[src/rtl/vec_pkg.sv]
// Shared definitions for the vector write-back stage.
// Provides flag bit positions within a {V,N,Z,C} nibble, the ALU opcode
// values the write-back path cares about, and the skid-buffer FSM states.
package vec_pkg;

    // Bit positions inside a {V,N,Z,C} flag nibble
    localparam int unsigned FLAG_C = 0;
    localparam int unsigned FLAG_Z = 1;
    localparam int unsigned FLAG_N = 2;
    localparam int unsigned FLAG_V = 3;

    // ALU opcodes relevant to write-back
    localparam logic [2:0] OP_MUL = 3'b000;
    localparam logic [2:0] OP_SUB = 3'b001;
    localparam logic [2:0] OP_ADD = 3'b010;
    localparam logic [2:0] OP_SET = 3'b111;

    // Skid buffer occupancy
    typedef enum logic [1:0] {
        ST_EMPTY = 2'd0,
        ST_ONE   = 2'd1,
        ST_FULL  = 2'd2
    } wb_state_e;

endpackage : vec_pkg

[src/rtl/vec_flag_reduce.sv]
// Combinational lane reduction for the write-back stage.
// Ports:
//   result_i  LANES*WIDTH  raw lane results
//   flags_i   LANES*4      raw lane flags {V,N,Z,C}
//   opcode_i  3            ALU opcode (used only for saturation)
//   mask_i    LANES        active lanes
//   data_c    LANES*WIDTH  write data, inactive lanes zeroed
//   vflags_c  4            reduced flags over active lanes
// Optional: VEC_WB_SATURATE_EN clamps overflowed add/sub lanes.
module vec_flag_reduce
    import vec_pkg::*;
#(
    parameter int unsigned WIDTH = 8,
    parameter int unsigned LANES = 4
) (
    input  logic [LANES*WIDTH-1:0] result_i,
    input  logic [LANES*4-1:0]     flags_i,
    input  logic [2:0]             opcode_i,
    input  logic [LANES-1:0]       mask_i,
    output logic [LANES*WIDTH-1:0] data_c,
    output logic [3:0]             vflags_c
);

    logic [WIDTH-1:0] lane_res;

`ifdef VEC_WB_SATURATE_EN
    logic arith_op;
    assign arith_op = (opcode_i == OP_SUB) || (opcode_i == OP_ADD);
`else
    logic unused_opcode;
    assign unused_opcode = ^opcode_i;
`endif

    // Z is an AND over active lanes, so an empty mask leaves Z=1 alone
    always_comb begin
        vflags_c         = '0;
        vflags_c[FLAG_Z] = 1'b1;
        data_c           = '0;
        lane_res         = '0;
        for (int unsigned i = 0; i < LANES; i++) begin
            if (mask_i[i]) begin
                vflags_c[FLAG_C] = vflags_c[FLAG_C] | flags_i[i*4 + FLAG_C];
                vflags_c[FLAG_N] = vflags_c[FLAG_N] | flags_i[i*4 + FLAG_N];
                vflags_c[FLAG_V] = vflags_c[FLAG_V] | flags_i[i*4 + FLAG_V];
                vflags_c[FLAG_Z] = vflags_c[FLAG_Z] & flags_i[i*4 + FLAG_Z];
                lane_res = result_i[i*WIDTH +: WIDTH];
`ifdef VEC_WB_SATURATE_EN
                // Wrapped MSB=1 means positive overflow, so clamp to max positive
                if (arith_op && flags_i[i*4 + FLAG_V]) begin
                    lane_res = lane_res[WIDTH-1] ? {1'b0, {(WIDTH-1){1'b1}}}
                                                 : {1'b1, {(WIDTH-1){1'b0}}};
                end
`endif
                data_c[i*WIDTH +: WIDTH] = lane_res;
            end
        end
    end

endmodule : vec_flag_reduce

[src/rtl/vec_wb_stage.sv]
// Vector write-back stage: registers lane results/flags behind a 2-entry
// skid buffer and drives a masked register-file write.
// Ports:
//   clk, rst_n                       clock, async active-low reset
//   in_valid/in_ready                upstream handshake
//   in_result/in_flags/in_opcode     lane results, flags {V,N,Z,C}, opcode
//   in_lane_mask/in_rd/in_wb_en      active lanes, destination, write enable
//   wb_valid/wb_ready                register-file handshake
//   wb_addr/wb_data/wb_lane_we       head-entry write
//   vflags                           reduced flags of head entry
//   sticky_v/clr_sticky              sticky overflow and its clear
// Optional: VEC_WB_SATURATE_EN (saturating add/sub write data).
module vec_wb_stage
    import vec_pkg::*;
#(
    parameter int unsigned WIDTH      = 8,
    parameter int unsigned LANES      = 4,
    parameter int unsigned REG_ADDR_W = 4
) (
    input  logic                    clk,
    input  logic                    rst_n,
    input  logic                    in_valid,
    output logic                    in_ready,
    input  logic [LANES*WIDTH-1:0]  in_result,
    input  logic [LANES*4-1:0]      in_flags,
    input  logic [2:0]              in_opcode,
    input  logic [LANES-1:0]        in_lane_mask,
    input  logic [REG_ADDR_W-1:0]   in_rd,
    input  logic                    in_wb_en,
    output logic                    wb_valid,
    input  logic                    wb_ready,
    output logic [REG_ADDR_W-1:0]   wb_addr,
    output logic [LANES*WIDTH-1:0]  wb_data,
    output logic [LANES-1:0]        wb_lane_we,
    output logic [3:0]              vflags,
    output logic                    sticky_v,
    input  logic                    clr_sticky
);

    localparam int unsigned DATA_W = LANES * WIDTH;

    wb_state_e               state_q, state_d;
    logic                    in_ready_q, in_ready_d;
    logic                    wb_valid_q, wb_valid_d;
    logic                    sticky_q, sticky_d;
    logic [REG_ADDR_W-1:0]   head_addr_q, head_addr_d, skid_addr_q, skid_addr_d;
    logic [DATA_W-1:0]       head_data_q, head_data_d, skid_data_q, skid_data_d;
    logic [LANES-1:0]        head_we_q, head_we_d, skid_we_q, skid_we_d;
    logic [3:0]              head_vf_q, head_vf_d, skid_vf_q, skid_vf_d;

    logic [DATA_W-1:0]       new_data_c;
    logic [3:0]              new_vf_c;
    logic [LANES-1:0]        new_we_c;
    logic                    accept_c;
    logic                    retire_c;

    vec_flag_reduce #(
        .WIDTH (WIDTH),
        .LANES (LANES)
    ) u_reduce (
        .result_i (in_result),
        .flags_i  (in_flags),
        .opcode_i (in_opcode),
        .mask_i   (in_lane_mask),
        .data_c   (new_data_c),
        .vflags_c (new_vf_c)
    );

    assign new_we_c = in_lane_mask & {LANES{in_wb_en}};
    assign accept_c = in_valid && in_ready_q;
    assign retire_c = wb_valid_q && wb_ready;

    // Next-state and entry movement
    always_comb begin
        state_d     = state_q;
        head_addr_d = head_addr_q;
        head_data_d = head_data_q;
        head_we_d   = head_we_q;
        head_vf_d   = head_vf_q;
        skid_addr_d = skid_addr_q;
        skid_data_d = skid_data_q;
        skid_we_d   = skid_we_q;
        skid_vf_d   = skid_vf_q;

        unique case (state_q)
            ST_EMPTY: begin
                if (accept_c) begin
                    head_addr_d = in_rd;
                    head_data_d = new_data_c;
                    head_we_d   = new_we_c;
                    head_vf_d   = new_vf_c;
                    state_d     = ST_ONE;
                end
            end
            ST_ONE: begin
                if (accept_c && !retire_c) begin
                    skid_addr_d = in_rd;
                    skid_data_d = new_data_c;
                    skid_we_d   = new_we_c;
                    skid_vf_d   = new_vf_c;
                    state_d     = ST_FULL;
                end else if (accept_c && retire_c) begin
                    head_addr_d = in_rd;
                    head_data_d = new_data_c;
                    head_we_d   = new_we_c;
                    head_vf_d   = new_vf_c;
                end else if (retire_c) begin
                    // Keep write enables low whenever nothing is presented
                    head_we_d = '0;
                    state_d   = ST_EMPTY;
                end
            end
            ST_FULL: begin
                if (retire_c) begin
                    head_addr_d = skid_addr_q;
                    head_data_d = skid_data_q;
                    head_we_d   = skid_we_q;
                    head_vf_d   = skid_vf_q;
                    state_d     = ST_ONE;
                end
            end
            default: begin
                head_we_d = '0;
                state_d   = ST_EMPTY;
            end
        endcase

        in_ready_d = (state_d != ST_FULL);
        wb_valid_d = (state_d != ST_EMPTY);
        // Set wins over clear
        sticky_d   = (retire_c && head_vf_q[FLAG_V]) || (sticky_q && !clr_sticky);
    end

    // State and entry registers
    always_ff @(posedge clk or negedge rst_n) begin
        if (!rst_n) begin
            state_q     <= ST_EMPTY;
            in_ready_q  <= 1'b1;
            wb_valid_q  <= 1'b0;
            sticky_q    <= 1'b0;
            head_addr_q <= '0;
            head_data_q <= '0;
            head_we_q   <= '0;
            head_vf_q   <= '0;
            skid_addr_q <= '0;
            skid_data_q <= '0;
            skid_we_q   <= '0;
            skid_vf_q   <= '0;
        end else begin
            state_q     <= state_d;
            in_ready_q  <= in_ready_d;
            wb_valid_q  <= wb_valid_d;
            sticky_q    <= sticky_d;
            head_addr_q <= head_addr_d;
            head_data_q <= head_data_d;
            head_we_q   <= head_we_d;
            head_vf_q   <= head_vf_d;
            skid_addr_q <= skid_addr_d;
            skid_data_q <= skid_data_d;
            skid_we_q   <= skid_we_d;
            skid_vf_q   <= skid_vf_d;
        end
    end

    assign in_ready   = in_ready_q;
    assign wb_valid   = wb_valid_q;
    assign wb_addr    = head_addr_q;
    assign wb_data    = head_data_q;
    assign wb_lane_we = head_we_q;
    assign vflags     = head_vf_q;
    assign sticky_v   = sticky_q;

endmodule : vec_wb_stage

[config.mk]
export PLATFORM = sky130hd
export DESIGN_NAME = vec_wb_stage
export DESIGN_NICKNAME = d
export VERILOG_FILES = /design/src/rtl/vec_pkg.sv /design/src/rtl/vec_flag_reduce.sv /design/src/rtl/vec_wb_stage.sv
export SDC_FILE = /design/constraint.sdc
export NUM_CORES = 1
export LEC_CHECK = 0
export ABC_AREA = 0
export BUFFER_PORTS_ARGS = -buffer_cell sky130_fd_sc_hd__buf_2
export CORE_MARGIN = 4
export CORE_UTILIZATION = 40
export DETAILED_ROUTE_END_ITERATION = 8
export GPL_ROUTABILITY_DRIVEN = 0
export PLACE_DENSITY = 0.63
export SYNTH_ARGS = -nofsm -noshare
export SYNTH_HDL_FRONTEND = slang
export SYNTH_SLANG_ARGS = --single-unit
[constraint.sdc]
create_clock -name clk -period 1.8 [get_ports clk]
set_input_delay 0.18 -clock clk [delete_from_list [all_inputs] [get_ports clk]]
set_output_delay 0.18 -clock clk [all_outputs]
set_load 0.1 [all_outputs]
# After elaboration in Yosys (flattened, before gate mapping)
# Index checks and enable logic that the tools add are counted.
# classes
n_eq_ne	8
mux	35
bitwise	13
reduce_logical	15
# op_table
operator	n
32-bit 2-to-1 mux	4
32-bit case mux with 3 select lines	1
4-bit 2-to-1 mux	17
4-bit case mux with 3 select lines	3
8-bit 2-to-1 mux	4
2-bit 2-to-1 mux	5
2-bit inequality test (second input constant)	5
1-bit bitwise OR	9
1-bit logical AND	6
2-bit case mux with 3 select lines	1
5-bit AND reduction	1
4-bit AND	1
4-bit AND reduction	1
1-bit AND	3
3-bit inequality test (second input constant)	1
3-bit nonzero test	1
2-bit by 1-bit equality test with 1-bit output (second input constant)	1
2-bit equality test (second input constant)	1
1-bit zero test	2
2-bit zero test	1
2-bit AND reduction	1
2-bit nonzero test	1
1-bit logical OR	1
# word_totals
ff_bits	93
in_bits	65
output_inout_bits	47

# Logic depth before layout (Yosys ltp)
# Gate-level depths: netlist of run 1.
# logic_depth
word_depth	10
mapped_depth	7

# Cells and area by module
# A second synthesis of run 1 with hierarchy kept.
# hier_totals
cells_unflattened	418
hier_area_um2	4280.4
# modules_own_cells
mod	n_inst	cells_per_inst	area_each_um2
vec_wb_stage	1	368	3946.3
vec_flag_reduce	1	50	334.1

# Least setup slack after synthesis of run 1
# No wires, ideal clock.
# synth_path
kind	flip-flop to flip-flop
startpoint	register wb_valid_q (netlist: wb_valid)
endpoint	register head_data_q[24] (netlist: wb_data[24])
setup_time_ns	0.130
arrival_time_ns	1.848
setup_slack_ns	-0.178
stages_incl_launch_ff	5
period_less_slack_ns	1.978
path_cell_list	dfrtp_1 > a21boi_4 > o32ai_4 > buf_2 > a31oi_1
# synth_between
elab_chain_len	5
word_cells_on_any_way	8
classes_between	eq/ne (3); reduce/logical (5)
# synth_lines
item	line_no	rtl
start: declaration	vec_wb_stage.sv:44	logic wb_valid_q, wb_valid_d;
start signal: assignment	vec_wb_stage.sv:152	wb_valid_q <= wb_valid_d;
1-bit logical AND (*)	vec_wb_stage.sv:71	assign retire_c = wb_valid_q && wb_ready;
1-bit zero test	vec_wb_stage.sv:96	if (accept_c && !retire_c) begin
1-bit logical AND	vec_wb_stage.sv:96	
2-bit inequality test (no line)	--	
5-bit AND reduction (no line) (*)	--	
end signal: assignment	vec_wb_stage.sv:155	head_data_q <= head_data_d;
end: declaration	vec_wb_stage.sv:47	logic [DATA_W-1:0] head_data_q, head_data_d, skid_data_q, skid_data_d;
# Mark *: on every way between the ends. The rest lies on a longest branch, timed or not.
# A chain may end at the register's enable or synchronous reset.

# Worst setup path after layout of run 1
# layout_path
startpoint	register in_ready_q (netlist: in_ready)
endpoint	register head_data_q[22] (netlist: wb_data[22])
# layout_between
elab_chain_len	4
word_cells_on_any_way	7
classes_between	eq/ne (3); reduce/logical (4)
# layout_lines
item	line_no	rtl
start: declaration	vec_wb_stage.sv:43	logic in_ready_q, in_ready_d;
start signal: assignment	vec_wb_stage.sv:151	in_ready_q <= in_ready_d;
1-bit logical AND (*)	vec_wb_stage.sv:70	assign accept_c = in_valid && in_ready_q;
1-bit logical AND (on tied branches)	vec_wb_stage.sv:102, vec_wb_stage.sv:96	
2-bit inequality test (no line)	--	
5-bit AND reduction (no line) (*)	--	
# Marked as above.

==> flow_metrics.env, run 1 <==
export IMPL_outcome="complete, no violations"
export IMPL_first_global_vias=3422
export IMPL_rsz0062_at_grt="no"
export IMPL_cts_buffers=9
export IMPL_drv_slew=0
export IMPL_postRouteAntennaNets=0
export IMPL_setup_violations=0
export IMPL_worst_skew_pair_late_latency_ns=0.34
export IMPL_area_delta_synth_final_pct=23.8
export IMPL_worst_path_buf_inv=1
export IMPL_grt_pass1_wl_um=16300
export IMPL_ys_seq_area_share_pct=56.5
export IMPL_diodes=0
export IMPL_yosysUniqueCellTypes=29
export IMPL_antenna_found_initial=0
export IMPL_crit_chain="nand2_1 -> o32ai_4 -> buf_12 -> nor2_1 -> a31oi_1"
export IMPL_clkTransAtPathRegs_ns=0.09
export IMPL_drv_cap=0
export IMPL_yosysWarnings=0
export IMPL_hold_path_class="input pin to flop"
export IMPL_cp_slowest_cell="dfstp_4"
export IMPL_whs_endpoint="skid_addr_q[2]$_DFFE_PN0P_"
export IMPL_wire_per_inst_um=14.1
export IMPL_fmax_mhz=604
export IMPL_design_area_mm2=0.00510
export IMPL_tritoncts="built"
export IMPL_syn_inst=452
export IMPL_layout_drive_gt1_share_pct=26.3
export IMPL_post_drt_via_cell_ratio=5.05
export IMPL_cts_setup_buffers=0
export IMPL_cpLargestDelayFamily="flip-flops"
export IMPL_cts_buffer_depth=2
export IMPL_initial_utilization_pct=41.6
export IMPL_syn_nets=517
export IMPL_dr_first_iter_drc_count=154
export IMPL_setup_tns_ns=0
export IMPL_cts_max_level=3
export IMPL_gr_total_overflow=0
export IMPL_ys_seq_elements=93
export IMPL_r2r_start="in_ready$_DFF_PN1_"
export IMPL_ff2ff_path_depth=5
export IMPL_drt_first_pass_iters=4
export IMPL_max_slew_margin_pct=53.7
export IMPL_startpoint_type="flop"
export IMPL_crit_arrival_ns=1.92
export IMPL_finalHoldViolations=0
export IMPL_cts_root_buffer_cell="clkbuf_8"
export IMPL_fin_crit_ns=1.66
export IMPL_rows=36
export IMPL_endpoint_kind="flop"
export IMPL_r2r_setup_slack_ns=0.14
export IMPL_fillers=976
export IMPL_crit_fanout=44
export IMPL_critPathRequiredTime_ns=2.07
export IMPL_critPathKind="flop to flop"
export IMPL_grt_use_total_pct=17.2
export IMPL_via_count=3511
export IMPL_fin_worst_skew_ns=0.0119
export IMPL_period_share_pct=92.0
export IMPL_route_detailed_drc=0
export IMPL_avgSynthCellArea_um2=9.12
export IMPL_worstReg2RegEnd="wb_data[22]$_DFFE_PN0P_"
export IMPL_core_mm2=0.00991
export IMPL_cpPeakStageDelay_ns=0.65
export IMPL_hp_start="in_rd[2]"
export IMPL_hold_slack_ns=0.0683
export IMPL_wirelength_um=9800
export IMPL_dpl_cell_area_mm2=0.00488
export IMPL_grt_max_degree=51
export IMPL_holdPathStages=2
export IMPL_die_h_um=110
export IMPL_synth_area_mm2=0.00412
export IMPL_place_hpwl_um=6750
export IMPL_io_pins=112
export IMPL_die_area_mm2=0.0120
export IMPL_mostFrequentLayoutCell="nand2_1"
export IMPL_worstMarginPinSlew_ns=0.678
export IMPL_nets=622
export IMPL_die_x_um=110
export IMPL_portBuffers=108
export IMPL_cts_sinks=93
export IMPL_final_cell_mix="120 x nand2_1, 107 x buf_2, 91 x dfrtp_1"
==> worst max-delay path by stage <==
| stage | startpoint | to | slack, ns | cells past startpoint |
|---|---|---|---|---|
| floorplan | in_ready$_DFF_PN1_ | wb_data[24]$_DFFE_PN0P_ | 0.04 | 4 |
| detailed placement | in_ready$_DFF_PN1_ | skid_data_q[21]$_DFFE_PN0P_ | 0.07 | 4 |
| global route | in_ready$_DFF_PN1_ | wb_data[24]$_DFFE_PN0P_ | 0.03 | 5 |
| CTS | in_ready$_DFF_PN1_ | skid_data_q[27]$_DFFE_PN0P_ | 0.04 | 5 |
| finish | in_ready$_DFF_PN1_ | wb_data[22]$_DFFE_PN0P_ | 0.14 | 5 |
| global placement | in_ready$_DFF_PN1_ | skid_data_q[27]$_DFFE_PN0P_ | 0.08 | 5 |
==> state kept, by name (all words and copies together), names as in the netlist <==
signal       count
skid_data_q     32
wb_data         32
skid_addr_q      4
skid_vf_q        4
skid_we_q        4
vflags           4
wb_addr          4
wb_lane_we       4
state_q          2
in_ready         1
sticky_v         1
wb_valid         1
==> stage by stage <==
step,instances,utilization [%],setup slack [ns]
after global routing,695,51.5,0.0276
after floorplan,452,-,0.0450
final,695,51.5,0.145
after CTS,695,51.4,0.0370
after detailed placement,677,49.3,0.0669
after global placement,677,49.3,0.0756
==> final cells by class <==
type / count / area, um^2 / share of cell area [%]
Tap cell: 133 / 166 / 3.26
Inverter: 4 / 15.0 / 0.294
Sequential cell: 93 / 2330 / 45.7
Multi-Input combinational cell: 321 / 1620 / 31.7
Clock inverter: 3 / 45.0 / 0.883
Timing Repair Buffer: 128 / 773 / 15.2
Clock buffer: 13 / 149 / 2.92
==> cell usage after synthesis <==
cell       number  share of area [%]
nand2_1       120                 11
dfrtp_1        92                 56
nor2_1         42                3.8
o21ai_0        41                5.0
a31oi_1        37                5.6
nand3_1        35                4.3
clkbuf_1       19                1.7
a22oi_1        11                2.0
buf_2          10                1.2
a21oi_1         6               0.73
mux2_1          6                1.6
buf_6           4                1.1
inv_1           4               0.36
o2bb2ai_1       4               0.85
nand2b_1        3               0.46
nor2b_1         3               0.46
mux2_2          2               0.55
o22ai_1         2               0.30
a2111oi_0       1               0.21
a21boi_0        1               0.18
a21boi_4        1               0.46
and2_0          1               0.15
and2_1          1               0.15
and3b_1         1               0.21
buf_4           1               0.18
dfstp_2         1               0.64
nand2_2         1               0.15
nand4_1         1               0.15
o32ai_4         1               0.67
==> what timing repair did <==
item,in CTS,in global routing
endpoints found under the setup margin,0,29
gates resized for setup,0,1
hold buffers,2,0
hold endpoints to repair,93,0
==> per-layer routing <==
metal,up-vias,share of wire [%],GRT usage (%)
li1,1749,-,-
met1,1641,47,23.9
met2,110,44,26.6
met3,11,7.2,4.35
met4,0,1.3,4.99
met5,-,0,0
==> cells by family (layout without fill, tap and decap cells) <==
kind of cell / Yosys count / after routing / synth area share (%)
AOI/OAI and AO/OA: 105 / 105 / 16.0
buffers and inverters: 38 / 148 / 4.58
and+or+nand+nor: 208 / 208 / 20.7
DFF: 93 / 93 / 56.5
muxes: 8 / 8 / 2.19
Power of run 1 is not shown: default switching activity piles up to over one toggle a cycle in this logic, so the estimate is an artifact.
==> run 2, diff against run 1 <==
- CTS_CLUSTER_SIZE: unset -> 25
- MAX_ROUTING_LAYER: unset -> met4
==> run 2 against run 1 <==
Sequential share of layout area unchanged. Die area unchanged. Flip-flop and latch count unchanged. Clock skew up 0.00052 ns. Non-clock buffer count unchanged. Routed wire length about the same. Count of clock-buffer cells in the layout unchanged. Critical endpoint is now vflags[1]$_DFFE_PN0P_. Largest cell class unchanged.
==> flow_metrics.env, run 2 (same netlist as run 1, synthesis figures left out) <==
export IMPL_drt_first_pass_iters=4
export IMPL_clkTransAtPathRegs_ns=0.09
export IMPL_tritoncts="built"
export IMPL_setup_violations=0
export IMPL_die_x_um=110
export IMPL_design_area_mm2=0.00510
export IMPL_postRouteAntennaNets=0
export IMPL_rsz0062_at_grt="no"
export IMPL_startpoint_type="flop"
export IMPL_layout_drive_gt1_share_pct=26.3
export IMPL_core_mm2=0.00991
export IMPL_post_drt_via_cell_ratio=5.03
export IMPL_cts_sinks=93
export IMPL_setup_tns_ns=0
export IMPL_post_place_ws_ns=0.0669
export IMPL_layout_setup_ws_ns=0.146
export IMPL_initial_utilization_pct=41.6
export IMPL_worst_skew_pair_late_latency_ns=0.34
export IMPL_crit_fanout=44
export IMPL_dr_first_iter_drc_count=152
export IMPL_grt_pass1_wl_um=16400
export IMPL_finalHoldViolations=0
export IMPL_rows=36
export IMPL_antenna_found_initial=0
export IMPL_cts_setup_buffers=0
export IMPL_final_cell_mix="120 x nand2_1, 107 x buf_2, 91 x dfrtp_1"
export IMPL_grt_use_total_pct=17.7
export IMPL_cts_buffer_depth=2
export IMPL_portBuffers=108
export IMPL_place_hpwl_um=6750
export IMPL_first_global_vias=3411
export IMPL_critPathKind="flop to flop"
export IMPL_crit_chain="nand2_1 -> o32ai_4 -> buf_12 -> nor2_1 -> a31oi_1"
export IMPL_max_slew_margin_pct=53.3
export IMPL_gr_total_overflow=0
export IMPL_die_area_mm2=0.0120
export IMPL_hold_path_class="input pin to flop"
export IMPL_dpl_cell_area_mm2=0.00488
export IMPL_drv_cap=0
export IMPL_endpoint_kind="flop"
export IMPL_cts_root_buffer_cell="clkbuf_8"
export IMPL_critPathRequiredTime_ns=2.06
export IMPL_io_pins=112
export IMPL_wire_per_inst_um=14.1
export IMPL_period_share_pct=91.9
export IMPL_outcome="complete, no violations"
export IMPL_grt_max_degree=51
export IMPL_crit_arrival_ns=1.91
export IMPL_fin_crit_ns=1.65
export IMPL_hold_slack_ns=0.0700
export IMPL_diodes=0
export IMPL_cts_buffers=9
export IMPL_fmax_mhz=605
export IMPL_cpPeakStageDelay_ns=0.65
export IMPL_via_count=3497
export IMPL_drv_slew=0
export IMPL_nets=622
export IMPL_worstMarginPinSlew_ns=0.682
export IMPL_cp_slowest_cell="dfstp_4"
export IMPL_wirelength_um=9800
export IMPL_cts_max_level=3
export IMPL_die_h_um=110
export IMPL_fin_worst_skew_ns=0.0124
export IMPL_mostFrequentLayoutCell="nand2_1"
export IMPL_route_detailed_drc=0
export IMPL_fillers=976
export IMPL_area_delta_synth_final_pct=23.8
-- run 2: cell counts in the layout (fill, tap and decap cells not counted) --
Identical to the previous run, type by type.
-- run 2: metrics by stage --
step                util [%]  cells
floorplan                  -    452
global placement        49.3    677
finish                  51.5    695
detailed placement      49.3    677
CTS                     51.4    695
global route            51.5    695
-- run 2: metal layers --
metal  vias to the layer above  GRT usage, %  wire [um]
met1                      1629          24.3       4650
met3                        10          3.99        683
li1                       1750             -          -
met4                         0          4.99        106
met5                         -             -          0
met2                       108          26.5       4350
-- run 2: cell type report --
cell class	count	area, um^2	share of cell area [%]
Clock buffer	13	149	2.92
Multi-Input combinational cell	321	1620	31.7
Clock inverter	3	45.0	0.883
Sequential cell	93	2330	45.7
Tap cell	133	166	3.26
Timing Repair Buffer	128	773	15.2
Inverter	4	15.0	0.294
-- run 2: critical path: cells and delay by family (launching register included) --
kind | cells | cell delay [ns]
flip-flops | 1 | 0.65
AO/OA/AOI/OAI | 2 | 0.47
buffers and inverters | 1 | 0.26
AND/OR/NAND/NOR | 2 | 0.17
-- run 2: final timing paths --
path                                       startpoint                    endpoint  slack (ns)  cells after the start
max                                in_ready$_DFF_PN1_       vflags[1]$_DFFE_PN0P_        0.15                      5
min                                          in_rd[2]  skid_addr_q[2]$_DFFE_PN0P_        0.07                      2
max reg2reg                        in_ready$_DFF_PN1_       vflags[1]$_DFFE_PN0P_        0.15                      5
min reg2reg                skid_data_q[3]$_DFFE_PN0P_  skid_data_q[3]$_DFFE_PN0P_        0.48                      2
max in group asynchronous                       rst_n  skid_data_q[1]$_DFFE_PN0P_        0.92                      3
min in group asynchronous                       rst_n   wb_lane_we[2]$_DFFE_PN0P_        0.38                      3
-- run 2: timing repair --
action / 4_1_cts / 5_1_grt
endpoints found under the setup margin: 0 / 29
hold buffers: 2 / 0
hold endpoints to repair: 93 / 0
gates resized for setup: 0 / 1
Power of run 2 is left out for the same reason.
